--- config.mk ---
export PLATFORM = sky130hd
export DESIGN_NAME = gauss_row_sequencer_flat
export DESIGN_NICKNAME = d
export VERILOG_FILES = /design/src/rtl/gauss_row_sequencer_pkg.sv /design/src/rtl/gauss_row_sequencer_if.sv /design/src/rtl/gauss_row_sequencer_gap_timer.sv /design/src/rtl/gauss_row_sequencer.sv /design/src/flat_wrapper.sv
export SDC_FILE = /design/constraint.sdc
export NUM_CORES = 1
export LEC_CHECK = 0
export ABC_CLOCK_PERIOD_IN_PS = 7000
export CAP_MARGIN = 5
export CORE_MARGIN = 3
export CORE_UTILIZATION = 55
export CTS_CLUSTER_SIZE = 40
export DETAILED_ROUTE_END_ITERATION = 16
export PLACE_DENSITY = 0.85
export SKIP_LAST_GASP = 1
export SLEW_MARGIN = 15
export SYNTH_ARGS = -nofsm -noshare
export SYNTH_HDL_FRONTEND = slang
export SYNTH_HIERARCHICAL = 1
export SYNTH_SLANG_ARGS = --single-unit
--- constraint.sdc ---
create_clock -name clk -period 7 [get_ports clk]
set_input_delay 2.1 -clock clk [delete_from_list [all_inputs] [get_ports clk]]
set_output_delay 2.1 -clock clk [all_outputs]
set_load 0.01 [all_outputs]
--- src/rtl/gauss_row_sequencer_pkg.sv ---
// Shared types and defaults for the Gaussian filter row sequencer.
package gauss_row_sequencer_pkg;

    typedef logic [1:0] state_t;

    localparam state_t StIdle  = 2'd0;
    localparam state_t StRow   = 2'd1;
    localparam state_t StGap   = 2'd2;
    localparam state_t StDrain = 2'd3;

    localparam int unsigned DefWidth       = 640;
    localparam int unsigned DefHeight      = 512;
    localparam int unsigned DefDataWidth   = 8;
    localparam int unsigned DefGapCycles   = 100;
    localparam int unsigned DefMaxInflight = 2;

    // Counter width for values 0..n-1, never narrower than one bit.
    function automatic int unsigned cnt_width(input int unsigned n);
        return (n > 1) ? $clog2(n) : 1;
    endfunction

endpackage

--- src/rtl/gauss_row_sequencer_if.sv ---
// AXI-Stream style handshake bundle used for the source, filter input and filter monitor sides.
interface gauss_row_sequencer_if
    import gauss_row_sequencer_pkg::*;
#(
    parameter int unsigned DATA_WIDTH = DefDataWidth
);
    logic [DATA_WIDTH-1:0] tdata;
    logic                  tvalid;
    logic                  tready;
    logic                  tlast;
    logic                  tuser;

    modport master (output tdata, output tvalid, output tlast, output tuser, input tready);
    modport slave (input tdata, input tvalid, input tlast, output tready);
    modport monitor (input tvalid, input tready, input tlast);
endinterface

--- src/rtl/gauss_row_sequencer_gap_timer.sv ---
// Loadable down-counter for the inter-row blanking gap; saturates at zero.
module gauss_row_sequencer_gap_timer #(
    parameter int unsigned Width = 7
) (
    input  logic             clk,
    input  logic             rst_i,
    input  logic             load,
    input  logic [Width-1:0] load_val,
    input  logic             hold,
    output logic             zero
);
    logic [Width-1:0] cnt_q;

    always_ff @(posedge clk or negedge rst_i) begin
        if (!rst_i) begin
            cnt_q <= '0;
        end else if (load) begin
            cnt_q <= load_val;
        end else if (!hold && (cnt_q != '0)) begin
            cnt_q <= cnt_q - Width'(1);
        end
    end

    assign zero = (cnt_q == '0);
endmodule

--- src/rtl/gauss_row_sequencer.sv ---
// Gates a raw pixel stream into gauss_filter_1x5 row by row, with blanking gaps and a
// limit on rows in flight inside the filter.
module gauss_row_sequencer
    import gauss_row_sequencer_pkg::*;
#(
    parameter int unsigned WIDTH        = DefWidth,
    parameter int unsigned HEIGHT       = DefHeight,
    parameter int unsigned DATA_WIDTH   = DefDataWidth,
    parameter int unsigned GAP_CYCLES   = DefGapCycles,
    parameter int unsigned MAX_INFLIGHT = DefMaxInflight
) (
    input  logic                                 clk,
    input  logic                                 rst_i,
    input  logic                                 start_i,
    output logic                                 busy_o,
    output logic                                 done_o,
    output logic                                 err_len_o,
    input  logic                                 err_clr_i,
    output logic [cnt_width(HEIGHT + 1)-1:0]     row_cnt_o,
    gauss_row_sequencer_if.slave                 src,
    gauss_row_sequencer_if.master                flt,
    gauss_row_sequencer_if.monitor               mon
);
    localparam int unsigned ColW = cnt_width(WIDTH);
    localparam int unsigned RowW = cnt_width(HEIGHT + 1);
    localparam int unsigned GapW = cnt_width(GAP_CYCLES);
    localparam int unsigned InfW = cnt_width(MAX_INFLIGHT + 1);

    state_t          state_q, state_d;
    logic [ColW-1:0] col_q;
    logic [RowW-1:0] row_q;
    logic [InfW-1:0] inflight_q;
    logic            err_q;
    logic            done_q;

    logic            in_row, col_last, flt_last, beat, row_end, mon_end;
    logic            len_bad, gap_zero, room, drained, accept;
    logic [DATA_WIDTH-1:0] pix;

    assign in_row   = (state_q == StRow);
    assign col_last = (col_q == ColW'(WIDTH - 1));
    assign flt_last = in_row & (col_last | src.tlast);
    assign beat     = in_row & src.tvalid & flt.tready;
    assign row_end  = beat & flt_last;
    assign mon_end  = mon.tvalid & mon.tready & mon.tlast;
    assign room     = (inflight_q < InfW'(MAX_INFLIGHT));
    assign drained  = (inflight_q == '0);
    assign accept   = (state_q == StIdle) & start_i;
    // Row closes on whichever comes first; a disagreement with the source marker is an error.
    assign len_bad  = row_end & (col_last != src.tlast);

    assign pix        = src.tdata;
    assign flt.tdata  = pix;
    assign flt.tvalid = src.tvalid & in_row;
    assign flt.tlast  = flt_last;
    assign flt.tuser  = in_row & (row_q == '0) & (col_q == '0);
    assign src.tready = flt.tready & in_row;

    assign busy_o    = (state_q != StIdle);
    assign done_o    = done_q;
    assign err_len_o = err_q;
    assign row_cnt_o = row_q;

    gauss_row_sequencer_gap_timer #(
        .Width (GapW)
    ) u_gap_timer (
        .clk      (clk),
        .rst_i    (rst_i),
        .load     (row_end),
        .load_val (GapW'(GAP_CYCLES - 1)),
        .hold     (state_q != StGap),
        .zero     (gap_zero)
    );

    always_comb begin
        state_d = state_q;
        case (state_q)
            StIdle:  if (start_i) state_d = StRow;
            StRow:   if (row_end) state_d = StGap;
            StGap: begin
                if (gap_zero) begin
                    if (row_q == RowW'(HEIGHT)) begin
                        state_d = StDrain;
                    end else if (room) begin
                        state_d = StRow;
                    end
                end
            end
            StDrain: if (drained) state_d = StIdle;
            default: state_d = StIdle;
        endcase
    end

    always_ff @(posedge clk or negedge rst_i) begin
        if (!rst_i) begin
            state_q    <= StIdle;
            col_q      <= '0;
            row_q      <= '0;
            inflight_q <= '0;
            err_q      <= 1'b0;
            done_q     <= 1'b0;
        end else begin
            state_q <= state_d;
            done_q  <= (state_q == StDrain) & drained;

            if (accept) begin
                col_q <= '0;
                row_q <= '0;
            end else if (beat) begin
                col_q <= row_end ? '0 : col_q + ColW'(1);
                if (row_end) row_q <= row_q + RowW'(1);
            end

            // Simultaneous row entry and exit cancel; exit alone floors at zero.
            if (row_end && !mon_end) begin
                inflight_q <= inflight_q + InfW'(1);
            end else if (!row_end && mon_end && !drained) begin
                inflight_q <= inflight_q - InfW'(1);
            end

            if (len_bad) begin
                err_q <= 1'b1;
            end else if (err_clr_i) begin
                err_q <= 1'b0;
            end
        end
    end
endmodule

--- src/flat_wrapper.sv ---
// flat-port wrapper written by rule: the top's interface ports become plain ports
module gauss_row_sequencer_flat import gauss_row_sequencer_pkg::*;
#(
    parameter int unsigned WIDTH        = DefWidth,
    parameter int unsigned HEIGHT       = DefHeight,
    parameter int unsigned DATA_WIDTH   = DefDataWidth,
    parameter int unsigned GAP_CYCLES   = DefGapCycles,
    parameter int unsigned MAX_INFLIGHT = DefMaxInflight
)
  (clk, rst_i, start_i, busy_o, done_o, err_len_o, err_clr_i, row_cnt_o, src_tdata, src_tvalid, src_tlast, src_tready, flt_tdata, flt_tvalid, flt_tlast, flt_tuser, flt_tready, mon_tvalid, mon_tready, mon_tlast);
  gauss_row_sequencer_if #(.DATA_WIDTH(DATA_WIDTH)) src_i ();
  gauss_row_sequencer_if #(.DATA_WIDTH(DATA_WIDTH)) flt_i ();
  gauss_row_sequencer_if #(.DATA_WIDTH(DATA_WIDTH)) mon_i ();
  input  logic clk;
  input  logic rst_i;
  input  logic start_i;
  output logic busy_o;
  output logic done_o;
  output logic err_len_o;
  input  logic err_clr_i;
  output logic [cnt_width(HEIGHT + 1)-1:0] row_cnt_o;
  input wire logic [$bits(src_i.tdata)-1:0] src_tdata;
  input wire logic [$bits(src_i.tvalid)-1:0] src_tvalid;
  input wire logic [$bits(src_i.tlast)-1:0] src_tlast;
  output wire logic [$bits(src_i.tready)-1:0] src_tready;
  output wire logic [$bits(flt_i.tdata)-1:0] flt_tdata;
  output wire logic [$bits(flt_i.tvalid)-1:0] flt_tvalid;
  output wire logic [$bits(flt_i.tlast)-1:0] flt_tlast;
  output wire logic [$bits(flt_i.tuser)-1:0] flt_tuser;
  input wire logic [$bits(flt_i.tready)-1:0] flt_tready;
  input wire logic [$bits(mon_i.tvalid)-1:0] mon_tvalid;
  input wire logic [$bits(mon_i.tready)-1:0] mon_tready;
  input wire logic [$bits(mon_i.tlast)-1:0] mon_tlast;
  assign src_i.tdata = src_tdata;
  assign src_i.tvalid = src_tvalid;
  assign src_i.tlast = src_tlast;
  assign src_tready = src_i.tready;
  assign flt_tdata = flt_i.tdata;
  assign flt_tvalid = flt_i.tvalid;
  assign flt_tlast = flt_i.tlast;
  assign flt_tuser = flt_i.tuser;
  assign flt_i.tready = flt_tready;
  assign mon_i.tvalid = mon_tvalid;
  assign mon_i.tready = mon_tready;
  assign mon_i.tlast = mon_tlast;
  gauss_row_sequencer #(.WIDTH(WIDTH), .HEIGHT(HEIGHT), .DATA_WIDTH(DATA_WIDTH), .GAP_CYCLES(GAP_CYCLES), .MAX_INFLIGHT(MAX_INFLIGHT)) u_core (.clk(clk), .rst_i(rst_i), .start_i(start_i), .busy_o(busy_o), .done_o(done_o), .err_len_o(err_len_o), .err_clr_i(err_clr_i), .row_cnt_o(row_cnt_o), .src(src_i), .flt(flt_i), .mon(mon_i));
endmodule
==> impl_metrics.py, run 1 <==
metrics = {
    "outcome": {
        "outcome": "complete, no violations",
    },
    "routing": {
        "vias": 1707,
        "drt-total-wl_um": 4520,
        "drcViolationCount": 0,
        "first_pass_iters": 4,
        "vias_per_cell": 5.81,
        "drt_iter0_drc": 174,
        "ant_nets": 0,
        "wl_per_cell_um": 15.4,
    },
    "timing": {
        "drv_slew": 0,
        "setup_viol": 0,
        "rsz0062_at_grt": "false",
        "final.setup_skew_ps": 6.93,
        "clock.fmax_mhz": 170,
        "fin_hold_ws_ps": 536,
        "layout_min_cycle_time_ps": 5880,
        "slew_headroom_pct": 52.1,
        "setup_tns_ps": 0,
        "tightest_slew_ps": 718,
        "fin_crit_sh_pct": 84.0,
        "hold_violations": 0,
    },
    "synth": {
        "async_flop_share_pct": 100,
        "yosysTopAreaCell": "dfrtp_1",
        "avgSynthCellArea_um2": 9.22,
        "yosysMostFrequentCell": "dfrtp_1",
        "synth_common_cells": "dfrtp_1, nor2_1, inv_1, nand2_1, a21oi_1",
        "yosys.area.top_type_share_pct": 40.0,
        "syn-cell-area_um2": 2070,
        "synth.area.top_cells": "dfrtp_1, nor2_1, xor2_1",
        "syn_inst": 224,
        "ys_types": 55,
        "ys_ff_latch": 33,
        "ys.flop_type": "dfrtp_1",
        "yosys_warnings": 6,
        "synth_edf_count": 0,
        "ys_seq_area_share_pct": 40.0,
    },
    "die": {
        "num_rows": 21,
        "start_util_pct": 59.6,
        "fp.dieW_um": 67.3,
        "coreArea_um2": 3470,
        "die_area_um2": 4530,
        "num_io_pins": 43,
        "die_h_um": 67.3,
    },
    "clock_network": {
        "cts_hold_buf": 0,
        "ctsResizeCount": 0,
        "root_buffer": "clkbuf_8",
        "tritoncts": "done",
        "cts_sinks": 33,
        "path_clk_slew_ps": 60,
        "post_cts_buffers": 0,
        "insertion_delay_ps": 290,
        "clockBufferDepth": 2,
        "htree_levels": 2,
        "numCtsBuffers": 5,
    },
    "worst_setup_path": {
        "startpoint": "src_tlast",
        "cp-end-kind": "output port",
        "crit_path_start_kind": "primary input",
        "crit_end": "flt_tlast",
        "rr_worst_depth": 9,
        "regToRegSetupSlack_ps": 4150,
        "required_ps": 4900,
        "r2r_start": "u_core/col_q[0]$_DFFE_PN0P_",
        "arrival_ps": 3780,
        "crit_type": "in2out",
        "cp_max_fo": 8,
        "r2r-end": "u_core/u_gap_timer/cnt_q[6]$_DFFE_PN0P_",
    },
    "placed_design": {
        "port_buffers": 26,
        "dpl-instance-area_um2": 2300,
        "hpwl_um": 3150,
        "routabilityCongestion": 0.828,
    },
    "power_and_ir_drop": {
        "total_power_mw": 0.685,
        "cellLeakagePower_nw": 1.01,
        "peakVddDrop_uv": 180,
        "power.density_nw_per_um2": 288,
    },
    "flow_run": {
        "cap_viol_max_count": 0,
    },
    "layout": {
        "final_nets": 271,
        "drive_gt1_share_pct": 5.24,
        "design_area_um2": 2380,
        "diodes": 0,
        "area_growth_pct": 15.3,
    },
    "grt": {
        "grt_pass1_vias": 1688,
        "antenna_found_initial": 0,
        "overflow": 0,
        "grtUsageTotal_pct": 22.8,
        "grt_max_degree": 34,
        "grt_pass1_wl_um": 7780,
    },
    "min_path": {
        "hp-class": "reg2reg",
    },
}
report_power, final:
part	total, mW	switching, mW	internal, mW
combinational	0.248	0.127	0.121
clock	0.139	0.0680	0.0706
sequential	0.298	0.0665	0.232
total	0.685	0.262	0.424
sequential cells by signal (all words and copies together), names as in the netlist:
name and flops:
u_core/col_q 10, u_core/row_cnt_o 10, u_core/u_gap_timer/cnt_q 7, u_core/inflight_q 2, u_core/state_q 2, u_core/done_o 1, u_core/err_len_o 1
metal layers:
layer	routed length (µm)	global-route usage (%)
met2	2190	36.3
met5	0	0
met1	2090	28.9
met4	78	12.7
met3	158	4.49
kinds of logic after synthesis:
kind of cell / synth area share [%]
AND/OR/NAND/NOR: 25.4
XOR/XNOR: 5.09
buffers and inverters: 7.99
multiplexers: 0.969
flip-flops: 40.0
AO/OA/AOI/OAI: 16.5
other: 0.364
adder cells (fa/ha/maj): 3.63
per-stage QoR:
step / utilization (%) / std cells / setup WS, ps
4_1_cts: 68.7 / 294 / 1120
3_3_place_gp: 66.3 / 286 / 1130
5_1_grt: 68.7 / 294 / 1040
2_1_floorplan: - / 229 / 2210
3_5_place_dp: 66.3 / 286 / 1120
6_report: 68.7 / 294 / 1120
how the worst min path moves through the flow:
stage	depth (start not counted)	slack, ps	from	end
after floorplan	1	480	u_core/col_q[4]$_DFFE_PN0P_	u_core/col_q[4]$_DFFE_PN0P_
after global placement	2	510	u_core/err_len_o$_DFFE_PN0P_	u_core/err_len_o$_DFFE_PN0P_
after detailed placement	1	520	u_core/col_q[4]$_DFFE_PN0P_	u_core/col_q[4]$_DFFE_PN0P_
after CTS	1	530	u_core/col_q[4]$_DFFE_PN0P_	u_core/col_q[4]$_DFFE_PN0P_
after global routing	1	570	u_core/col_q[4]$_DFFE_PN0P_	u_core/col_q[4]$_DFFE_PN0P_
final	2	540	u_core/err_len_o$_DFFE_PN0P_	u_core/err_len_o$_DFFE_PN0P_
critical path: stages:
cell and delay (ps):
clkdlybuf4s50_1 450, inv_1 40, ha_1 300, nor3b_4 290
clkdlybuf4s50_1 590
area by class of cell:
cell class	count	area, µm²
clock buffers	8	80.1
fillers	293	1090
inverters	15	56.3
multi-input cells	165	1090
flip-flops and latches	33	826
well taps	46	57.6
repair buffers	27	268
placed cells by master (no fill, tap or decap), drive strengths merged, types with 3 or more instances in the layout:
master,n
conb,7
and3,4
ha,6
nor4,3
a21oi,10
and2,5
xor2,9
nor3,6
nand3,7
nand2b,3
inv,15
nand4,4
clkdlybuf4s50,26
clkbuf,8
a2bb2oi,3
dfrtp,33
nor4b,3
xnor2,3
or3,6
nor2,23
a31oi,3
nand2,15
o21ai,10
Note: power is estimated with default switching activity, not from simulation.
==> inputs of run 2 (changes only) <==
--- a/config.mk
+++ b/config.mk
@@ -5,13 +5,13 @@
 export SDC_FILE = /design/constraint.sdc
 export NUM_CORES = 1
 export LEC_CHECK = 0
-export ABC_CLOCK_PERIOD_IN_PS = 7000
+export ABC_CLOCK_PERIOD_IN_PS = 5500
 export CAP_MARGIN = 5
 export CORE_MARGIN = 3
-export CORE_UTILIZATION = 55
+export CORE_UTILIZATION = 51
 export CTS_CLUSTER_SIZE = 40
 export DETAILED_ROUTE_END_ITERATION = 16
-export PLACE_DENSITY = 0.85
+export PLACE_DENSITY = 0.8
 export SKIP_LAST_GASP = 1
 export SLEW_MARGIN = 15
 export SYNTH_ARGS = -nofsm -noshare
==> constraint.sdc (replaced) <==
create_clock -name clk -period 5.5 [get_ports clk]
set_input_delay 1.65 -clock clk [delete_from_list [all_inputs] [get_ports clk]]
set_output_delay 1.65 -clock clk [all_outputs]
set_load 0.01 [all_outputs]
==> run 2 against run 1 <==
Net effect: total power grew 28%; global-route usage is 3.7 points lower; non-clock buffer count increased by 1; worst setup slack worse by 540 ps; clock power increased by 34%; design area increased by 0.68%; wire length is 3.1% lower; clock skew grew 0.91 ps; sequential cell count is the same; clock-buffer cell count shrank 1; critical endpoint unchanged.
==> impl_metrics.py, run 2 (same netlist as run 1, synthesis figures left out) <==
metrics = {
    "worst_setup_path": {
        "cp_max_fo": 6,
        "required_ps": 3850,
        "crit_path_start_kind": "primary input",
        "crit_type": "in2out",
        "arrival_ps": 3270,
        "cp-end-kind": "output port",
        "r2r_start": "u_core/col_q[0]$_DFFE_PN0P_",
        "startpoint": "src_tlast",
    },
    "layout": {
        "area_growth_pct": 16.1,
        "num-fill-cells": 338,
        "final_common_cell": "dfrtp_1",
        "final_nets": 272,
        "final_cell_mix": "dfrtp_1, clkdlybuf4s50_1, nor2_1",
        "stdcell_count": 296,
        "drive_gt1_share_pct": 6.05,
        "diodes": 0,
    },
    "routing": {
        "drt-total-wl_um": 4370,
        "ant_nets": 0,
        "vias_per_cell": 5.81,
        "vias": 1720,
        "wl_per_cell_um": 14.8,
        "drt_iter0_drc": 133,
        "first_pass_iters": 4,
        "drcViolationCount": 0,
    },
    "clock_network": {
        "insertion_delay_ps": 290,
        "tritoncts": "done",
        "path_clk_slew_ps": 60,
        "numCtsBuffers": 5,
        "cts_hold_buf": 0,
        "ctsResizeCount": 0,
        "htree_levels": 2,
        "post_cts_buffers": 0,
        "cts_sinks": 33,
        "root_buffer": "clkbuf_8",
        "clockBufferDepth": 2,
    },
    "die": {
        "die_area_um2": 4850,
        "coreArea_um2": 3770,
        "die_h_um": 69.6,
        "num_io_pins": 43,
        "start_util_pct": 54.8,
        "fp.dieW_um": 69.6,
        "num_rows": 22,
    },
    "timing": {
        "rsz0062_at_grt": "false",
        "drv_slew": 0,
        "slew_headroom_pct": 53.5,
        "fin_hold_ws_ps": 528,
        "clock.fmax_mhz": 203,
        "setup_viol": 0,
        "hold_violations": 0,
        "fin_crit_sh_pct": 89.4,
        "final.setup_skew_ps": 7.84,
        "layout_min_cycle_time_ps": 4920,
        "tightest_slew_ps": 696,
        "setup_tns_ps": 0,
        "setup_ws_ps": 584,
    },
    "min_path": {
        "hp-class": "reg2reg",
        "hold_start": "u_core/err_len_o$_DFFE_PN0P_",
    },
    "power_and_ir_drop": {
        "netSwitchingPower_mw": 0.331,
        "cellLeakagePower_nw": 1.02,
        "pwr-share-comb_pct": 36.0,
        "seq_power_share_pct": 42.8,
        "total_power_mw": 0.880,
        "clock_power_share_pct": 21.1,
        "swShare_pct": 37.7,
        "peakVddDrop_uv": 283,
        "power.density_nw_per_um2": 367,
        "p_int_mw": 0.549,
    },
    "grt": {
        "grt_pass1_wl_um": 7650,
        "grt_pass1_vias": 1617,
        "overflow": 0,
        "antenna_found_initial": 0,
        "grtUsageTotal_pct": 19.1,
        "grt_max_degree": 34,
    },
    "placed_design": {
        "dp.cells": 289,
        "dp_slack_ps": 587,
        "routabilityCongestion": 0.860,
        "port_buffers": 26,
        "hpwl_um": 3080,
    },
    "outcome": {
        "outcome": "complete, no violations",
    },
    "flow_run": {
        "cap_viol_max_count": 0,
    },
}
run 2: cell types whose count changed in the layout (fill, tap and decap cells not counted), sizes merged:
cell,before,now
buf,1,2
clkbuf,8,7
run 2: power groups by stage:
stage / Combinational, mW / Sequential, mW / Clock, mW
after CTS: 0.318 / 0.375 / 0.192
final: 0.317 / 0.377 / 0.186
after floorplan: 0.241 / 0.353 / 0
after global placement: 0.308 / 0.379 / 0
after detailed placement: 0.317 / 0.379 / 0
after global routing: 0.354 / 0.391 / 0.202
run 2: final timing paths:
path / endpoint / slack (ps) / cells past startpoint
min in group asynchronous: u_core/col_q[6]$_DFFE_PN0P_ / 1760 / 2
max in group asynchronous: u_core/u_gap_timer/cnt_q[0]$_DFFE_PN0P_ / 3430 / 2
hold / removal: u_core/err_len_o$_DFFE_PN0P_ / 530 / 2
setup reg to reg: u_core/u_gap_timer/cnt_q[6]$_DFFE_PN0P_ / 2770 / 9
hold reg to reg: u_core/err_len_o$_DFFE_PN0P_ / 530 / 2
setup / recovery: flt_tlast / 580 / 5
run 2: area by class of cell:
cell class                      instances  area [µm²]  share of cell area (%)
Clock buffer                            7        86.3                    3.60
Inverter                               15        56.3                    2.35
Multi-Input combinational cell        165        1090                    45.6
Sequential cell                        33         826                    34.4
Tap cell                               48        60.1                    2.51
Timing Repair Buffer                   28         275                    11.5
run 2: routing by layer:
layer	up-vias	global-route usage (%)	wire [µm]
met5	-	0	0
met4	0	7.87	52
met3	7	4.20	173
met2	33	30.2	2060
met1	838	25.4	2090
li1	842	-	-
run 2: critical path: stages:
cell             delay (ps)
clkdlybuf4s50_1         460
inv_1                    50
ha_1                    230
nor3b_4                 290
clkdlybuf4s50_1         590
run 2: metrics by stage:
step,cell area (µm²),utilization [%]
floorplan,2080,-
global placement,2310,61.3
detailed placement,2310,61.3
CTS,2400,63.6
global route,2400,63.6
finish,2400,63.6
==> inputs of run 3 (changes only) <==
--- a/config.mk
+++ b/config.mk
@@ -11,6 +11,7 @@
 export CORE_UTILIZATION = 51
 export CTS_CLUSTER_SIZE = 40
 export DETAILED_ROUTE_END_ITERATION = 16
+export GPL_TIMING_DRIVEN = 0
 export PLACE_DENSITY = 0.8
 export SKIP_LAST_GASP = 1
 export SLEW_MARGIN = 15
==> run 3 against run 2 <==
Net effect: clock-buffer cell count is 1 lower; non-clock buffer count rose by 22; wire length rose by 3.5%; utilization grew 4.4 points; critical path depth unchanged; critical endpoint unchanged; largest cell class unchanged; highest routed layer unchanged.
==> impl_metrics.py, run 3 (same netlist as run 1, synthesis figures left out) <==
metrics = {
    "grt": {
        "grt_pass1_wl_um": 7780,
        "antenna_found_initial": 0,
        "grtUsageTotal_pct": 19.3,
        "grt_max_degree": 34,
        "overflow": 0,
        "grt_pass1_vias": 1745,
    },
    "flow_run": {
        "cap_viol_max_count": 0,
    },
    "die": {
        "start_util_pct": 54.8,
        "die_area_um2": 4850,
        "num_io_pins": 43,
        "coreArea_um2": 3770,
        "die_h_um": 69.6,
        "num_rows": 22,
        "fp.dieW_um": 69.6,
    },
    "timing": {
        "hold_violations": 0,
        "slew_headroom_pct": 51.2,
        "layout_min_cycle_time_ps": 5050,
        "setup_viol": 0,
        "drv_slew": 0,
        "setup_tns_ps": 0,
        "tightest_slew_ps": 732,
        "clock.fmax_mhz": 198,
        "rsz0062_at_grt": "false",
        "final.setup_skew_ps": 7.83,
        "fin_crit_sh_pct": 91.8,
    },
    "power_and_ir_drop": {
        "seq_power_share_pct": 40.2,
        "cellLeakagePower_nw": 1.11,
        "swShare_pct": 37.5,
        "pwr-share-comb_pct": 40.4,
        "p_int_mw": 0.560,
        "peakVddDrop_uv": 249,
        "power.density_nw_per_um2": 349,
        "netSwitchingPower_mw": 0.336,
        "clock_power_share_pct": 19.4,
    },
    "layout": {
        "diodes": 0,
        "final_cell_mix": "clkdlybuf4s50_1, dfrtp_1, nor2_1",
        "drive_gt1_share_pct": 10.3,
        "area_growth_pct": 24.0,
        "final_nets": 294,
        "postLayoutCoreUtil_pct": 67.9,
        "design_area_um2": 2560,
        "num-fill-cells": 318,
    },
    "outcome": {
        "outcome": "complete, no violations",
    },
    "routing": {
        "ant_nets": 0,
        "drt-total-wl_um": 4530,
        "vias_per_cell": 5.57,
        "wl_per_cell_um": 14.2,
        "drcViolationCount": 0,
        "first_pass_iters": 4,
        "drt_iter0_drc": 106,
        "vias": 1777,
    },
    "placed_design": {
        "dpl-instance-area_um2": 2480,
        "routabilityCongestion": 0.843,
        "port_buffers": 34,
        "hpwl_um": 3370,
    },
    "worst_setup_path": {
        "cp_max_fo": 8,
        "arrival_ps": 3400,
        "cp-end-kind": "output port",
        "crit_type": "in2out",
        "required_ps": 3850,
        "crit_path_start_kind": "primary input",
    },
    "min_path": {
        "hp-class": "reg2reg",
    },
    "clock_network": {
        "root_buffer": "clkbuf_8",
        "path_clk_slew_ps": 70,
        "clockBufferDepth": 2,
        "numCtsBuffers": 5,
        "tritoncts": "done",
        "cts_hold_buf": 0,
        "insertion_delay_ps": 280,
        "ctsResizeCount": 0,
        "post_cts_buffers": 0,
        "cts_sinks": 33,
        "htree_levels": 2,
    },
}
[run 3: changes by cell type in the layout (fill, tap and decap cells not counted), sizes merged]
| cell | before | now |
|---|---|---|
| clkdlybuf4s50 | 26 | 33 |
| clkbuf | 7 | 9 |
| clkinv | 0 | 2 |
| buf | 2 | 14 |
[run 3: final timing paths]
kind                                              start                                      end  slack (ps)  cells past startpoint
max                                           src_tlast                                flt_tlast         450                      5
min                        u_core/err_len_o$_DFFE_PN0P_             u_core/err_len_o$_DFFE_PN0P_         530                      2
max reg2reg                 u_core/col_q[0]$_DFFE_PN0P_  u_core/u_gap_timer/cnt_q[6]$_DFFE_PN0P_        2490                     11
min reg2reg                u_core/err_len_o$_DFFE_PN0P_             u_core/err_len_o$_DFFE_PN0P_         530                      2
max in group asynchronous                         rst_i  u_core/u_gap_timer/cnt_q[1]$_DFFE_PN0P_        3610                      1
min in group asynchronous                         rst_i              u_core/col_q[7]$_DFFE_PN0P_        1420                      1
[run 3: routing by layer]
metal  vias to the layer above  wire length, µm  global-route usage, %
met5                         -                0                      0
met4                         0               36                   5.11
met3                         4              187                   5.07
met2                        38             2190                   32.5
met1                       852             2110                   24.4
li1                        883                -                      -
[run 3: layout make-up]
class | count | area [µm²] | share of cell area, %
clock buffer | 6 | 72.6 | 2.83
buffer | 16 | 109 | 4.25
sequential | 33 | 826 | 32.2
inverter | 15 | 56.3 | 2.20
clock inverter | 2 | 10.0 | 0.391
multi-input combinational | 165 | 1090 | 42.7
timing repair buffer | 34 | 335 | 13.1
tap | 48 | 60.1 | 2.34
[run 3: worst max-delay path: stages]
cell and delay, ps:
clkdlybuf4s50_1 450, inv_1 50, ha_1 310, nor3b_4 330, clkdlybuf4s50_1 600
[run 3: stage by stage]
step                      hold WS, ps  setup WS (ps)  total power, mW  std cells
after global routing              550            345            0.959        319
after global placement            508            463            0.715        311
final                             530            453            0.895        319
after detailed placement          524            439            0.724        311
after floorplan                   481           1610            0.593        229
after CTS                         531            434            0.901        319
[run 3: power by group through the flow]
| stage | sequential (mW) | combinational [mW] | clock (mW) |
|---|---|---|---|
| after detailed placement | 0.362 | 0.362 | 0 |
| final | 0.360 | 0.362 | 0.173 |
| after floorplan | 0.353 | 0.241 | 0 |
| after global placement | 0.361 | 0.354 | 0 |
| after CTS | 0.358 | 0.363 | 0.179 |
| after global routing | 0.369 | 0.401 | 0.189 |
